==> src/rtl/clock_divider_prog.sv <==
// -----------------------------------------------------------------------------
// clock_divider_prog
//
// Purpose:
//   Multi-channel runtime-programmable clock divider. Each of CH channels
//   produces a registered slow square wave (cout) and a one-cycle strobe at
//   every period wrap (tick). Each channel's period (div) and high-time (high)
//   are loaded through a valid/ready configuration port. In each period the
//   low phase comes first (div-high cycles), then the high phase.
//
// Ports:
//   cin        in   board clock, all logic on its rising edge
//   rst        in   synchronous active-high reset
//   en         in   [CH]  per-channel run enable (0 holds count at 0, outputs low)
//   cfg_valid  in   configuration request
//   cfg_ready  out  configuration accept (transfer on cfg_valid && cfg_ready)
//   cfg_ch     in   [CW]  target channel
//   cfg_div    in   [W]   new period in cin cycles (must be >= 2)
//   cfg_high   in   [W]   new high-time in cin cycles (0 = always low,
//                         >= div = always high)
//   cfg_err    out  one-cycle pulse: an accepted request was rejected
//   cout       out  [CH]  divided clock per channel, registered
//   tick       out  [CH]  wrap strobe per channel, registered
//
// Build option:
//   CLKDIV_BOUNDARY_LOAD_EN  when defined, accepted configs are held in a
//                            per-channel pending slot and applied on that
//                            channel's wrap edge (no truncated period), and
//                            cfg_ready drops while the target slot is full.
//                            When undefined, configs apply on the next edge
//                            and restart the channel from count 0.
// -----------------------------------------------------------------------------
module clock_divider_prog #(
    parameter int CH           = 2,
    parameter int W            = 32,
    parameter int DEFAULT_DIV  = 37000000,
    parameter int DEFAULT_HIGH = DEFAULT_DIV / 2,
    localparam int CW          = (CH > 1) ? $clog2(CH) : 1
) (
    input  logic          cin,
    input  logic          rst,
    input  logic [CH-1:0] en,
    input  logic          cfg_valid,
    output logic          cfg_ready,
    input  logic [CW-1:0] cfg_ch,
    input  logic [W-1:0]  cfg_div,
    input  logic [W-1:0]  cfg_high,
    output logic          cfg_err,
    output logic [CH-1:0] cout,
    output logic [CH-1:0] tick
);

    localparam logic [W-1:0]  DIV_RST  = W'(DEFAULT_DIV);
    localparam logic [W-1:0]  HIGH_RST = W'(DEFAULT_HIGH);
    localparam logic [W-1:0]  ONE      = W'(1);
    localparam logic [W-1:0]  TWO      = W'(2);
    localparam logic [CW:0]   CH_LIM   = (CW + 1)'(CH);

    // Count value at which the high phase begins; div-high saturates at 0 so
    // that high >= div yields a constantly high output instead of wrapping.
    function automatic logic [W-1:0] high_start(input logic [W-1:0] d,
                                                input logic [W-1:0] h);
        return (h >= d) ? '0 : (d - h);
    endfunction

    logic cfg_bad;
    logic accept;

    // One extra MSB on the channel compare catches indices >= CH even when
    // CH is a power of two.
    assign cfg_bad = (cfg_div < TWO) || ({1'b0, cfg_ch} >= CH_LIM);
    assign accept  = cfg_valid && cfg_ready;

    always_ff @(posedge cin) begin
        // NOTE: sequential state is always assigned with <= so every register
        // samples the pre-edge values of its neighbours.
        if (rst) begin
            cfg_err <= 1'b0;
        end else begin
            cfg_err <= accept && cfg_bad;
        end
    end

`ifdef CLKDIV_BOUNDARY_LOAD_EN
    logic [CH-1:0] pend_vec;

    always_comb begin
        // NOTE: every always_comb output gets a default first so no path can
        // leave it unassigned and infer a latch.
        cfg_ready = 1'b1;
        for (int i = 0; i < CH; i++) begin
            if (cfg_ch == CW'(i)) begin
                cfg_ready = ~pend_vec[i];
            end
        end
    end
`else
    assign cfg_ready = 1'b1;
`endif

    for (genvar i = 0; i < CH; i++) begin : g_ch
        logic [W-1:0] count_q;
        logic [W-1:0] div_q;
        logic [W-1:0] high_q;
        logic         cout_q;
        logic         tick_q;
        logic         sel;
        logic         wrap;
        logic [W-1:0] count_nxt;

        assign sel       = accept && !cfg_bad && (cfg_ch == CW'(i));
        assign wrap      = (count_q == (div_q - ONE));
        assign count_nxt = wrap ? '0 : (count_q + ONE);
        assign cout[i]   = cout_q;
        assign tick[i]   = tick_q;

`ifdef CLKDIV_BOUNDARY_LOAD_EN
        logic         pend_q;
        logic [W-1:0] pend_div_q;
        logic [W-1:0] pend_high_q;
        logic         apply;

        // A disabled channel has no period to protect, so it takes the
        // pending load immediately.
        assign apply       = pend_q && (!en[i] || wrap);
        assign pend_vec[i] = pend_q;

        // NOTE: the pending payload is qualified by pend_q, so it carries no
        // reset and is just a plain load-enabled register.
        always_ff @(posedge cin) begin
            if (sel) begin
                pend_div_q  <= cfg_div;
                pend_high_q <= cfg_high;
            end
        end

        always_ff @(posedge cin) begin
            if (rst) begin
                count_q <= '0;
                div_q   <= DIV_RST;
                high_q  <= HIGH_RST;
                cout_q  <= 1'b0;
                tick_q  <= 1'b0;
                pend_q  <= 1'b0;
            end else begin
                if (apply) begin
                    // The wrap edge already uses the new settings: count
                    // restarts at 0, so cout is high only if high >= div.
                    div_q   <= pend_div_q;
                    high_q  <= pend_high_q;
                    count_q <= '0;
                    cout_q  <= en[i] && (high_start(pend_div_q, pend_high_q) == '0);
                    tick_q  <= en[i];
                    pend_q  <= 1'b0;
                end else if (!en[i]) begin
                    count_q <= '0;
                    cout_q  <= 1'b0;
                    tick_q  <= 1'b0;
                end else begin
                    count_q <= count_nxt;
                    cout_q  <= (count_nxt >= high_start(div_q, high_q));
                    tick_q  <= wrap;
                end
                // sel needs cfg_ready, i.e. an empty slot, so it never
                // coincides with apply.
                if (sel) begin
                    pend_q <= 1'b1;
                end
            end
        end
`else
        always_ff @(posedge cin) begin
            if (rst) begin
                count_q <= '0;
                div_q   <= DIV_RST;
                high_q  <= HIGH_RST;
                cout_q  <= 1'b0;
                tick_q  <= 1'b0;
            end else if (sel) begin
                // Immediate load truncates the running period.
                div_q   <= cfg_div;
                high_q  <= cfg_high;
                count_q <= '0;
                cout_q  <= 1'b0;
                tick_q  <= 1'b0;
            end else if (!en[i]) begin
                count_q <= '0;
                cout_q  <= 1'b0;
                tick_q  <= 1'b0;
            end else begin
                count_q <= count_nxt;
                cout_q  <= (count_nxt >= high_start(div_q, high_q));
                tick_q  <= wrap;
            end
        end
`endif
    end

endmodule
==> config.mk <==
export PLATFORM = sky130hd
export DESIGN_NAME = clock_divider_prog
export DESIGN_NICKNAME = d
export VERILOG_FILES = /design/src/rtl/clock_divider_prog.sv
export SDC_FILE = /design/constraint.sdc
export NUM_CORES = 1
export LEC_CHECK = 0
export BUFFER_PORTS_ARGS = -buffer_cell sky130_fd_sc_hd__buf_4
export CAP_MARGIN = 0
export CORE_AREA = 2 2 219 242
export DETAILED_ROUTE_END_ITERATION = 10
export DIE_AREA = 0 0 221 244
export GPL_TIMING_DRIVEN = 0
export PLACE_DENSITY_LB_ADDON = 0.12
export SLEW_MARGIN = 20
export SYNTH_ARGS = -nofsm -noshare
export SYNTH_HDL_FRONTEND = slang
export SYNTH_SLANG_ARGS = --single-unit
==> constraint.sdc <==
create_clock -name cin -period 5.4 [get_ports cin]
set_input_delay 0.54 -clock cin [delete_from_list [all_inputs] [get_ports cin]]
set_output_delay 0.54 -clock cin [all_outputs]
set_load 0.005 [all_outputs]
==> results of run 1 <==
[repair_timing]
action / CTS / global route
setup endpoints to repair: 2 / 2
setup buffers: 2 / 6
endpoints found under the hold margin: 0 / 0
gates resized for setup: 27 / 14
pin swaps: 2 / 6
[sequential cells by signal, summed over array words and instances (netlist names)]
| signal | flops |
|---|---|
| cfg_err | 1 |
| g_ch.count_q | 64 |
| g_ch.tick_q | 2 |
| g_ch.div_q | 64 |
| g_ch.cout_q | 2 |
| g_ch.high_q | 64 |
[report_power, final]
group	internal, W	switching [W]	leakage (nW)	total, W
combinational	0.000456	0.000715	5.25	0.00117
clock	0.000657	0.000662	0.275	0.00132
sequential	0.00150	0.0000680	1.61	0.00157
[worst max-delay path, delay by kind of cell (launching register included)]
family | cells | cell delay [ps]
simple gates | 8 | 2100
compound gates | 7 | 1360
buf+inv | 4 | 740
flops | 1 | 390
fa+ha+maj | 1 | 210
xor+xnor | 1 | 200
[layout make-up]
type                            count  share of cell area (%)
Buffer                            105                    2.65
Tap cell                          667                    4.79
Sequential cell                   197                    22.6
Multi-Input combinational cell   1684                    61.2
Timing Repair Buffer               81                    3.49
Inverter                           93                    2.00
Clock inverter                     11                   0.660
Clock buffer                       21                    2.58
[per-stage QoR]
stage	std cells	instance area (sq um)	setup WS (ps)
2_1_floorplan	2079	15300	914
3_3_place_gp	2819	16700	-1030
3_5_place_dp	2819	16700	-1030
6_report	2859	17400	288
4_1_cts	2853	17400	2.31
5_1_grt	2859	17400	4.57
[logic make-up (layout without fill, tap and decap cells)]
| kind of cell | count (synthesis) | after routing | synth area share [%] |
|---|---|---|---|
| and+or+nand+nor | 935 | 935 | 29.2 |
| adders and majority gates | 134 | 134 | 11.1 |
| other | 1 | 1 | 0.0246 |
| buffers and inverters | 198 | 311 | 5.18 |
| DFF | 197 | 197 | 25.8 |
| xor gates and xnor gates | 182 | 182 | 10.4 |
| AOI/OAI and AO/OA | 426 | 426 | 17.8 |
| muxes | 6 | 6 | 0.401 |
[per-layer routing]
layer | track usage, % | routed length [um]
met1 | 24.1 | 23800
met2 | 37.3 | 27900
met3 | 2.62 | 1300
met4 | 9.91 | 2520
met5 | 0 | 0
[cell usage in the layout, fill, tap and decap left out, drive strengths merged, types with 52 or more instances in the layout]
cell type	synthesis	layout
nand2	357	357
inv	93	98
nor3	70	70
clkbuf	86	106
nor2	196	196
nand3	66	66
xor2	85	85
xnor2	97	97
a21oi	178	178
buf	19	101
a21o	63	63
dfxtp	197	197
nand4	52	52
ha	132	132
[path summary, 6_finish.rpt]
path | slack, ps | endpoint
setup / recovery | 290 | g_ch[1].cout_q$_SDFF_PP0_
hold / removal | 270 | g_ch[1].high_q[7]$_SDFFE_PP1P_
setup reg to reg | 290 | g_ch[1].cout_q$_SDFF_PP0_
hold reg to reg | 460 | g_ch[1].high_q[2]$_SDFFE_PP0P_
==> flow_results.xml, run 1 <==
<?xml version="1.0" encoding="UTF-8"?>
<metrics>
  <group name="clock_network">
    <metric name="cts.path.max_buffers" unit="">2</metric>
    <metric name="clockRootBuffer" unit="">clkbuf_16</metric>
    <metric name="cts.sinks" unit="">197</metric>
    <metric name="cts-htree-levels" unit="">4</metric>
    <metric name="numCtsBuffers" unit="">17</metric>
    <metric name="clk_pin_slew_worst_paths" unit="ps">80</metric>
    <metric name="cts.hold.buffers_added" unit="">0</metric>
    <metric name="worst_skew_pair.late_latency" unit="ps">510</metric>
    <metric name="cts_tree" unit="">yes</metric>
  </group>
  <group name="synthesis">
    <metric name="post-synth-top-count-cell" unit="">nand2_1</metric>
    <metric name="synth-async-reset-ratio" unit="%">0</metric>
    <metric name="synth_top_area_share" unit="%">25.8</metric>
    <metric name="ys_ff_latch" unit="">197</metric>
    <metric name="yosys-top-cells-count" unit="">nand2_1 (357), dfxtp_1 (197), nor2_1 (196)</metric>
    <metric name="synth_cell_types" unit="">76</metric>
    <metric name="seq_area_frac_synth" unit="%">25.8</metric>
    <metric name="yosys.area.top_type" unit="">dfxtp_1</metric>
    <metric name="post_synth_instance_area" unit="sq um">15300</metric>
    <metric name="syn_nets" unit="">2283</metric>
    <metric name="synth-edff-count" unit="">0</metric>
    <metric name="ys_dominant_reg_cell" unit="">dfxtp_1</metric>
    <metric name="synthesized_netlist_cell_count" unit="">2079</metric>
    <metric name="post_synth.cell_area_avg" unit="sq um">7.35</metric>
    <metric name="yosys_warnings" unit="">0</metric>
    <metric name="synth_area_leaders" unit="">dfxtp_1 (26%), ha_1 (11%), nand2_1 (8.8%)</metric>
  </group>
  <group name="sta">
    <metric name="finalHoldViolCount" unit="">0</metric>
    <metric name="unrepaired_setup_endpoints_after_global_routing" unit="">false</metric>
    <metric name="finalCriticalPeriod" unit="ps">5110</metric>
    <metric name="final.period_utilization" unit="%">94.7</metric>
    <metric name="fmax" unit="MHz">196</metric>
    <metric name="max_slew.worst_pin.slew" unit="ps">941</metric>
    <metric name="timing.clock.skew" unit="ps">13.8</metric>
    <metric name="slew_headroom" unit="%">37.1</metric>
    <metric name="final-max-slew-violation-count" unit="">0</metric>
    <metric name="fin_tns_setup" unit="ps">0</metric>
    <metric name="timing.hold.ws" unit="ps">269</metric>
    <metric name="setup_violation_total_in_the_final_timing_report" unit="">0</metric>
  </group>
  <group name="final_layout">
    <metric name="finalNetCount" unit="">2383</metric>
    <metric name="n_antenna_cell" unit="">0</metric>
    <metric name="final_core_utilization" unit="%">34.0</metric>
    <metric name="drive_above_1_share" unit="%">7.98</metric>
    <metric name="layout-area-overhead-vs-synth" unit="%">14.2</metric>
    <metric name="multi_input_area" unit="sq um">10700</metric>
    <metric name="filler_cell_count" unit="">5578</metric>
    <metric name="area.sequential" unit="sq um">3950</metric>
  </group>
  <group name="setup_path">
    <metric name="crit_path_max_incr_delay" unit="ps">480</metric>
    <metric name="worstSetupStartpointType" unit="">register</metric>
    <metric name="worst_ep_required_time" unit="ps">5790</metric>
    <metric name="worst_setup_path_end_kind" unit="">register</metric>
    <metric name="r2r.worst_path.cells" unit="">21</metric>
    <metric name="timing.critical_path.from" unit="">g_ch[1].div_q[8]$_SDFFE_PP1P_</metric>
    <metric name="crit_arrival" unit="ps">5500</metric>
    <metric name="type_of_the_worst_setup_path" unit="">register to register</metric>
    <metric name="path_cells" unit="">or2_2 -&gt; or4_1 -&gt; clkbuf_1 -&gt; clkbuf_2 -&gt; nor4_1 -&gt; xnor2_1 -&gt; nor4_2 -&gt; o2111ai_2 -&gt; nor3_4 -&gt; buf_4 -&gt; buf_4 -&gt; or2_2 -&gt; ha_1 -&gt; nand2b_1 -&gt; a21o_1 -&gt; a21o_1 -&gt; a21oi_2 -&gt; nor4_1 -&gt; o31a_1 -&gt; o221ai_1 -&gt; a21oi_1</metric>
    <metric name="slowest_stage" unit="">or4_1</metric>
    <metric name="crit-reg2reg-launch" unit="">g_ch[1].div_q[8]$_SDFFE_PP1P_</metric>
    <metric name="critical_path.max_fanout" unit="">10</metric>
  </group>
  <group name="hold_path">
    <metric name="holdCritPathClass" unit="">primary input to register</metric>
    <metric name="min_path_cells" unit="">2</metric>
    <metric name="hold_path.startpoint" unit="">cfg_high[7]</metric>
  </group>
  <group name="detailed_routing">
    <metric name="via_count_normalized_by_instance_count" unit="">5.09</metric>
    <metric name="route.final.wire_length" unit="um">55500</metric>
    <metric name="drt_pre_antenna_iters" unit="">6</metric>
    <metric name="antenna_left" unit="">0</metric>
    <metric name="remaining_drc_errors" unit="">0</metric>
    <metric name="detail_route.wl_per_cell" unit="um">19.4</metric>
    <metric name="detail_route.iter0.violations" unit="">705</metric>
    <metric name="vias" unit="">14541</metric>
  </group>
  <group name="grt">
    <metric name="largest_net_degree_at_the_start_of_global_routing" unit="">18</metric>
    <metric name="grt_pass1_vias" unit="">14519</metric>
    <metric name="antenna_found_initial" unit="">0</metric>
    <metric name="grt_first_pass_wirelength" unit="um">85100</metric>
    <metric name="grt.total_usage" unit="%">20.6</metric>
    <metric name="grt.overflow.total" unit="">0</metric>
  </group>
  <group name="floorplanning">
    <metric name="top_level_ports" unit="">76</metric>
    <metric name="core_area" unit="sq um">51300</metric>
    <metric name="die_span_in_y" unit="um">244</metric>
    <metric name="fp.dieW" unit="um">221</metric>
    <metric name="fp-row-count" unit="">87</metric>
    <metric name="initial_utilization" unit="%">29.8</metric>
    <metric name="dieArea" unit="sq um">53900</metric>
  </group>
  <group name="placement">
    <metric name="io_buffer_count" unit="">73</metric>
    <metric name="hpwl" unit="um">46800</metric>
    <metric name="place.gp.congestion" unit="">0.888</metric>
  </group>
  <group name="status">
    <metric name="status" unit="">finished, final reports clean</metric>
  </group>
  <group name="run">
    <metric name="drv_cap" unit="">0</metric>
  </group>
  <group name="pwr">
    <metric name="cellLeakagePower" unit="nW">7.13</metric>
    <metric name="power.density" unit="nW/um^2">233</metric>
    <metric name="total_power" unit="W">0.00406</metric>
    <metric name="max-vdd-ir-drop" unit="uV">171</metric>
  </group>
</metrics>
Note: power is estimated with default switching activity, not from simulation.
==> run 2, diff against run 1 <==
--- a/config.mk
+++ b/config.mk
@@ -11,6 +11,7 @@
 export DETAILED_ROUTE_END_ITERATION = 10
 export DIE_AREA = 0 0 221 244
 export GPL_TIMING_DRIVEN = 0
+export MAX_ROUTING_LAYER = met4
 export PLACE_DENSITY_LB_ADDON = 0.12
 export SLEW_MARGIN = 20
 export SYNTH_ARGS = -nofsm -noshare
==> run 2 against run 1 <==
Net effect:
- sequential share of layout area is essentially flat
- sequential cell count is the same
- via count grew 0.59%
- non-clock buffer count shrank 7
- clock power is essentially flat
- maximum frequency shrank 2.0%
- clock-buffer cell count shrank 4
- die area is the same
- critical path type unchanged
==> flow_results.xml, run 2 (synthesis results as in run 1) <==
<?xml version="1.0" encoding="UTF-8"?>
<metrics>
  <group name="floorplanning">
    <metric name="die_span_in_y" unit="um">244</metric>
    <metric name="fp.dieW" unit="um">221</metric>
    <metric name="dieArea" unit="sq um">53900</metric>
    <metric name="initial_utilization" unit="%">29.8</metric>
    <metric name="fp-row-count" unit="">87</metric>
    <metric name="top_level_ports" unit="">76</metric>
    <metric name="core_area" unit="sq um">51300</metric>
  </group>
  <group name="pwr">
    <metric name="internal_power" unit="W">0.00259</metric>
    <metric name="p_comb_share" unit="%">28.5</metric>
    <metric name="share_seq_of_total_power" unit="%">38.4</metric>
    <metric name="cellLeakagePower" unit="nW">7.13</metric>
    <metric name="total_power" unit="W">0.00409</metric>
    <metric name="max-vdd-ir-drop" unit="uV">246</metric>
    <metric name="power.clock.fraction" unit="%">33.1</metric>
    <metric name="power.density" unit="nW/um^2">234</metric>
    <metric name="switching_power_share_of_the_total" unit="%">36.8</metric>
    <metric name="p_sw" unit="W">0.00151</metric>
  </group>
  <group name="grt">
    <metric name="largest_net_degree_at_the_start_of_global_routing" unit="">23</metric>
    <metric name="grt.overflow.total" unit="">0</metric>
    <metric name="grt.total_usage" unit="%">21.2</metric>
    <metric name="grt_first_pass_wirelength" unit="um">85100</metric>
    <metric name="grt_pass1_vias" unit="">14738</metric>
    <metric name="antenna_found_initial" unit="">0</metric>
  </group>
  <group name="sta">
    <metric name="timing.clock.skew" unit="ps">15.9</metric>
    <metric name="fmax" unit="MHz">192</metric>
    <metric name="finalCriticalPeriod" unit="ps">5220</metric>
    <metric name="unrepaired_setup_endpoints_after_global_routing" unit="">false</metric>
    <metric name="max_slew.worst_pin.slew" unit="ps">1020</metric>
    <metric name="finalHoldViolCount" unit="">0</metric>
    <metric name="setup_violation_total_in_the_final_timing_report" unit="">0</metric>
    <metric name="timing.hold.ws" unit="ps">276</metric>
    <metric name="final.period_utilization" unit="%">96.6</metric>
    <metric name="slew_headroom" unit="%">32.1</metric>
    <metric name="final-max-slew-violation-count" unit="">0</metric>
  </group>
  <group name="final_layout">
    <metric name="layout.cells.most_common" unit="">nand2_1</metric>
    <metric name="stdcell_area" unit="sq um">17500</metric>
    <metric name="drive_above_1_share" unit="%">8.01</metric>
    <metric name="layout_top_registers" unit="">g_ch.count_q: 64 flops, g_ch.div_q: 64 flops, g_ch.high_q: 64 flops</metric>
    <metric name="commonest_cells_after_routing_fill_and_taps_aside" unit="">nand2_1 (357), dfxtp_1 (195), nor2_1 (194)</metric>
    <metric name="n_antenna_cell" unit="">0</metric>
    <metric name="finalNetCount" unit="">2376</metric>
    <metric name="final_core_utilization" unit="%">34.1</metric>
    <metric name="layout-area-overhead-vs-synth" unit="%">14.4</metric>
  </group>
  <group name="hold_path">
    <metric name="holdCritPathClass" unit="">primary input to register</metric>
  </group>
  <group name="detailed_routing">
    <metric name="detail_route.iter0.violations" unit="">871</metric>
    <metric name="remaining_drc_errors" unit="">0</metric>
    <metric name="drt_pre_antenna_iters" unit="">7</metric>
    <metric name="route.final.wire_length" unit="um">55700</metric>
    <metric name="via_count_normalized_by_instance_count" unit="">5.13</metric>
    <metric name="antenna_left" unit="">0</metric>
    <metric name="vias" unit="">14627</metric>
    <metric name="detail_route.wl_per_cell" unit="um">19.5</metric>
  </group>
  <group name="setup_path">
    <metric name="r2r_setup_slack" unit="ps">180</metric>
    <metric name="worst_setup_path_end_kind" unit="">register</metric>
    <metric name="worst_ep_required_time" unit="ps">5780</metric>
    <metric name="crit_arrival" unit="ps">5600</metric>
    <metric name="worstSetupStartpointType" unit="">register</metric>
    <metric name="critical_path.max_fanout" unit="">10</metric>
    <metric name="type_of_the_worst_setup_path" unit="">register to register</metric>
  </group>
  <group name="run">
    <metric name="drv_cap" unit="">0</metric>
  </group>
  <group name="clock_network">
    <metric name="cts_tree" unit="">yes</metric>
    <metric name="clk_pin_slew_worst_paths" unit="ps">90</metric>
    <metric name="cts.sinks" unit="">197</metric>
    <metric name="cts.path.max_buffers" unit="">2</metric>
    <metric name="clockRootBuffer" unit="">clkbuf_16</metric>
    <metric name="worst_skew_pair.late_latency" unit="ps">500</metric>
    <metric name="cts-htree-levels" unit="">4</metric>
    <metric name="numCtsBuffers" unit="">17</metric>
  </group>
  <group name="status">
    <metric name="status" unit="">finished, final reports clean</metric>
  </group>
  <group name="placement">
    <metric name="hpwl" unit="um">47000</metric>
    <metric name="place.gp.congestion" unit="">0.922</metric>
    <metric name="io_buffer_count" unit="">73</metric>
    <metric name="placedInstanceArea" unit="sq um">16700</metric>
  </group>
</metrics>
## run 2: cell types whose count changed in the layout (fill, tap and decap cells not counted), moves of 3 or more
| cell | before | now |
|---|---|---|
| clkbuf_1 | 84 | 79 |
| buf_4 | 94 | 88 |
| inv_12 | 0 | 3 |
| clkinv_8 | 0 | 5 |
## run 2: worst max-delay path, stage by stage, from the launching register on
cell       delay [ps]
dfxtp_1           400
or2_2             370
or4_1             490
clkbuf_1          220
buf_2             250
nor4_2            300
xnor2_1           190
nor4_2            370
o2111ai_2         230
nor3_4            200
buf_4             180
buf_2             260
nor2_1             90
ha_1              320
a21o_1            180
a21o_1            170
a21oi_1           140
o21ai_0            90
o31a_1            370
o221ai_1          190
a21oi_1            90
## run 2: routing by layer
metal,vias to the layer above,track usage [%],share of wire [%]
met5,-,-,0
met3,115,2.41,2.4
met1,6769,23.5,42
li1,7491,-,-
met2,252,37.8,50
met4,0,10.5,4.8
## run 2: final cells by class
type | count | area [sq um]
Sequential cell | 197 | 3950
Buffer | 103 | 454
Clock inverter | 15 | 195
Timing Repair Buffer | 76 | 571
Multi-Input combinational cell | 1684 | 10700
Tap cell | 667 | 835
Fill cell | 5520 | 33800
Clock buffer | 17 | 425
Inverter | 93 | 349
## run 2: repair_timing
action	in CTS	in global routing
setup endpoints to repair	2	2
buffers inserted	3	0
endpoints found under the hold margin	0	0
resized for setup	25	23
hold buffers	0	0
pin swaps	2	0
gates cloned	0	0
## run 2: final timing paths
kind | endpoint | cells past startpoint | startpoint
worst max-delay path | g_ch[1].cout_q$_SDFF_PP0_ | 20 | g_ch[1].div_q[8]$_SDFFE_PP1P_
worst max register to register | g_ch[1].cout_q$_SDFF_PP0_ | 20 | g_ch[1].div_q[8]$_SDFFE_PP1P_
worst min-delay path | g_ch[1].high_q[5]$_SDFFE_PP1P_ | 2 | cfg_high[5]
worst min register to register | g_ch[1].high_q[27]$_SDFFE_PP0P_ | 2 | g_ch[1].high_q[27]$_SDFFE_PP0P_
## run 2: per-stage QoR
| stage | setup slack (ps) | setup TNS (ps) | instances |
|---|---|---|---|
| 2_1_floorplan | 914 | 0 | 2079 |
| 3_3_place_gp | -1040 | -1870 | 2819 |
| 3_5_place_dp | -1060 | -1720 | 2819 |
| 4_1_cts | 9.10 | 0 | 2854 |
| 5_1_grt | 2.78 | 0 | 2852 |
| 6_report | 184 | 0 | 2852 |
## run 2: power by group through the flow
stage                     Sequential [W]  Clock [W]  Combinational (W)
final                            0.00157    0.00135            0.00117
after global routing             0.00158    0.00144            0.00131
after CTS                        0.00157    0.00139            0.00117
after detailed placement         0.00160          0            0.00115
after global placement           0.00160          0            0.00114
after floorplan                  0.00157          0           0.000794
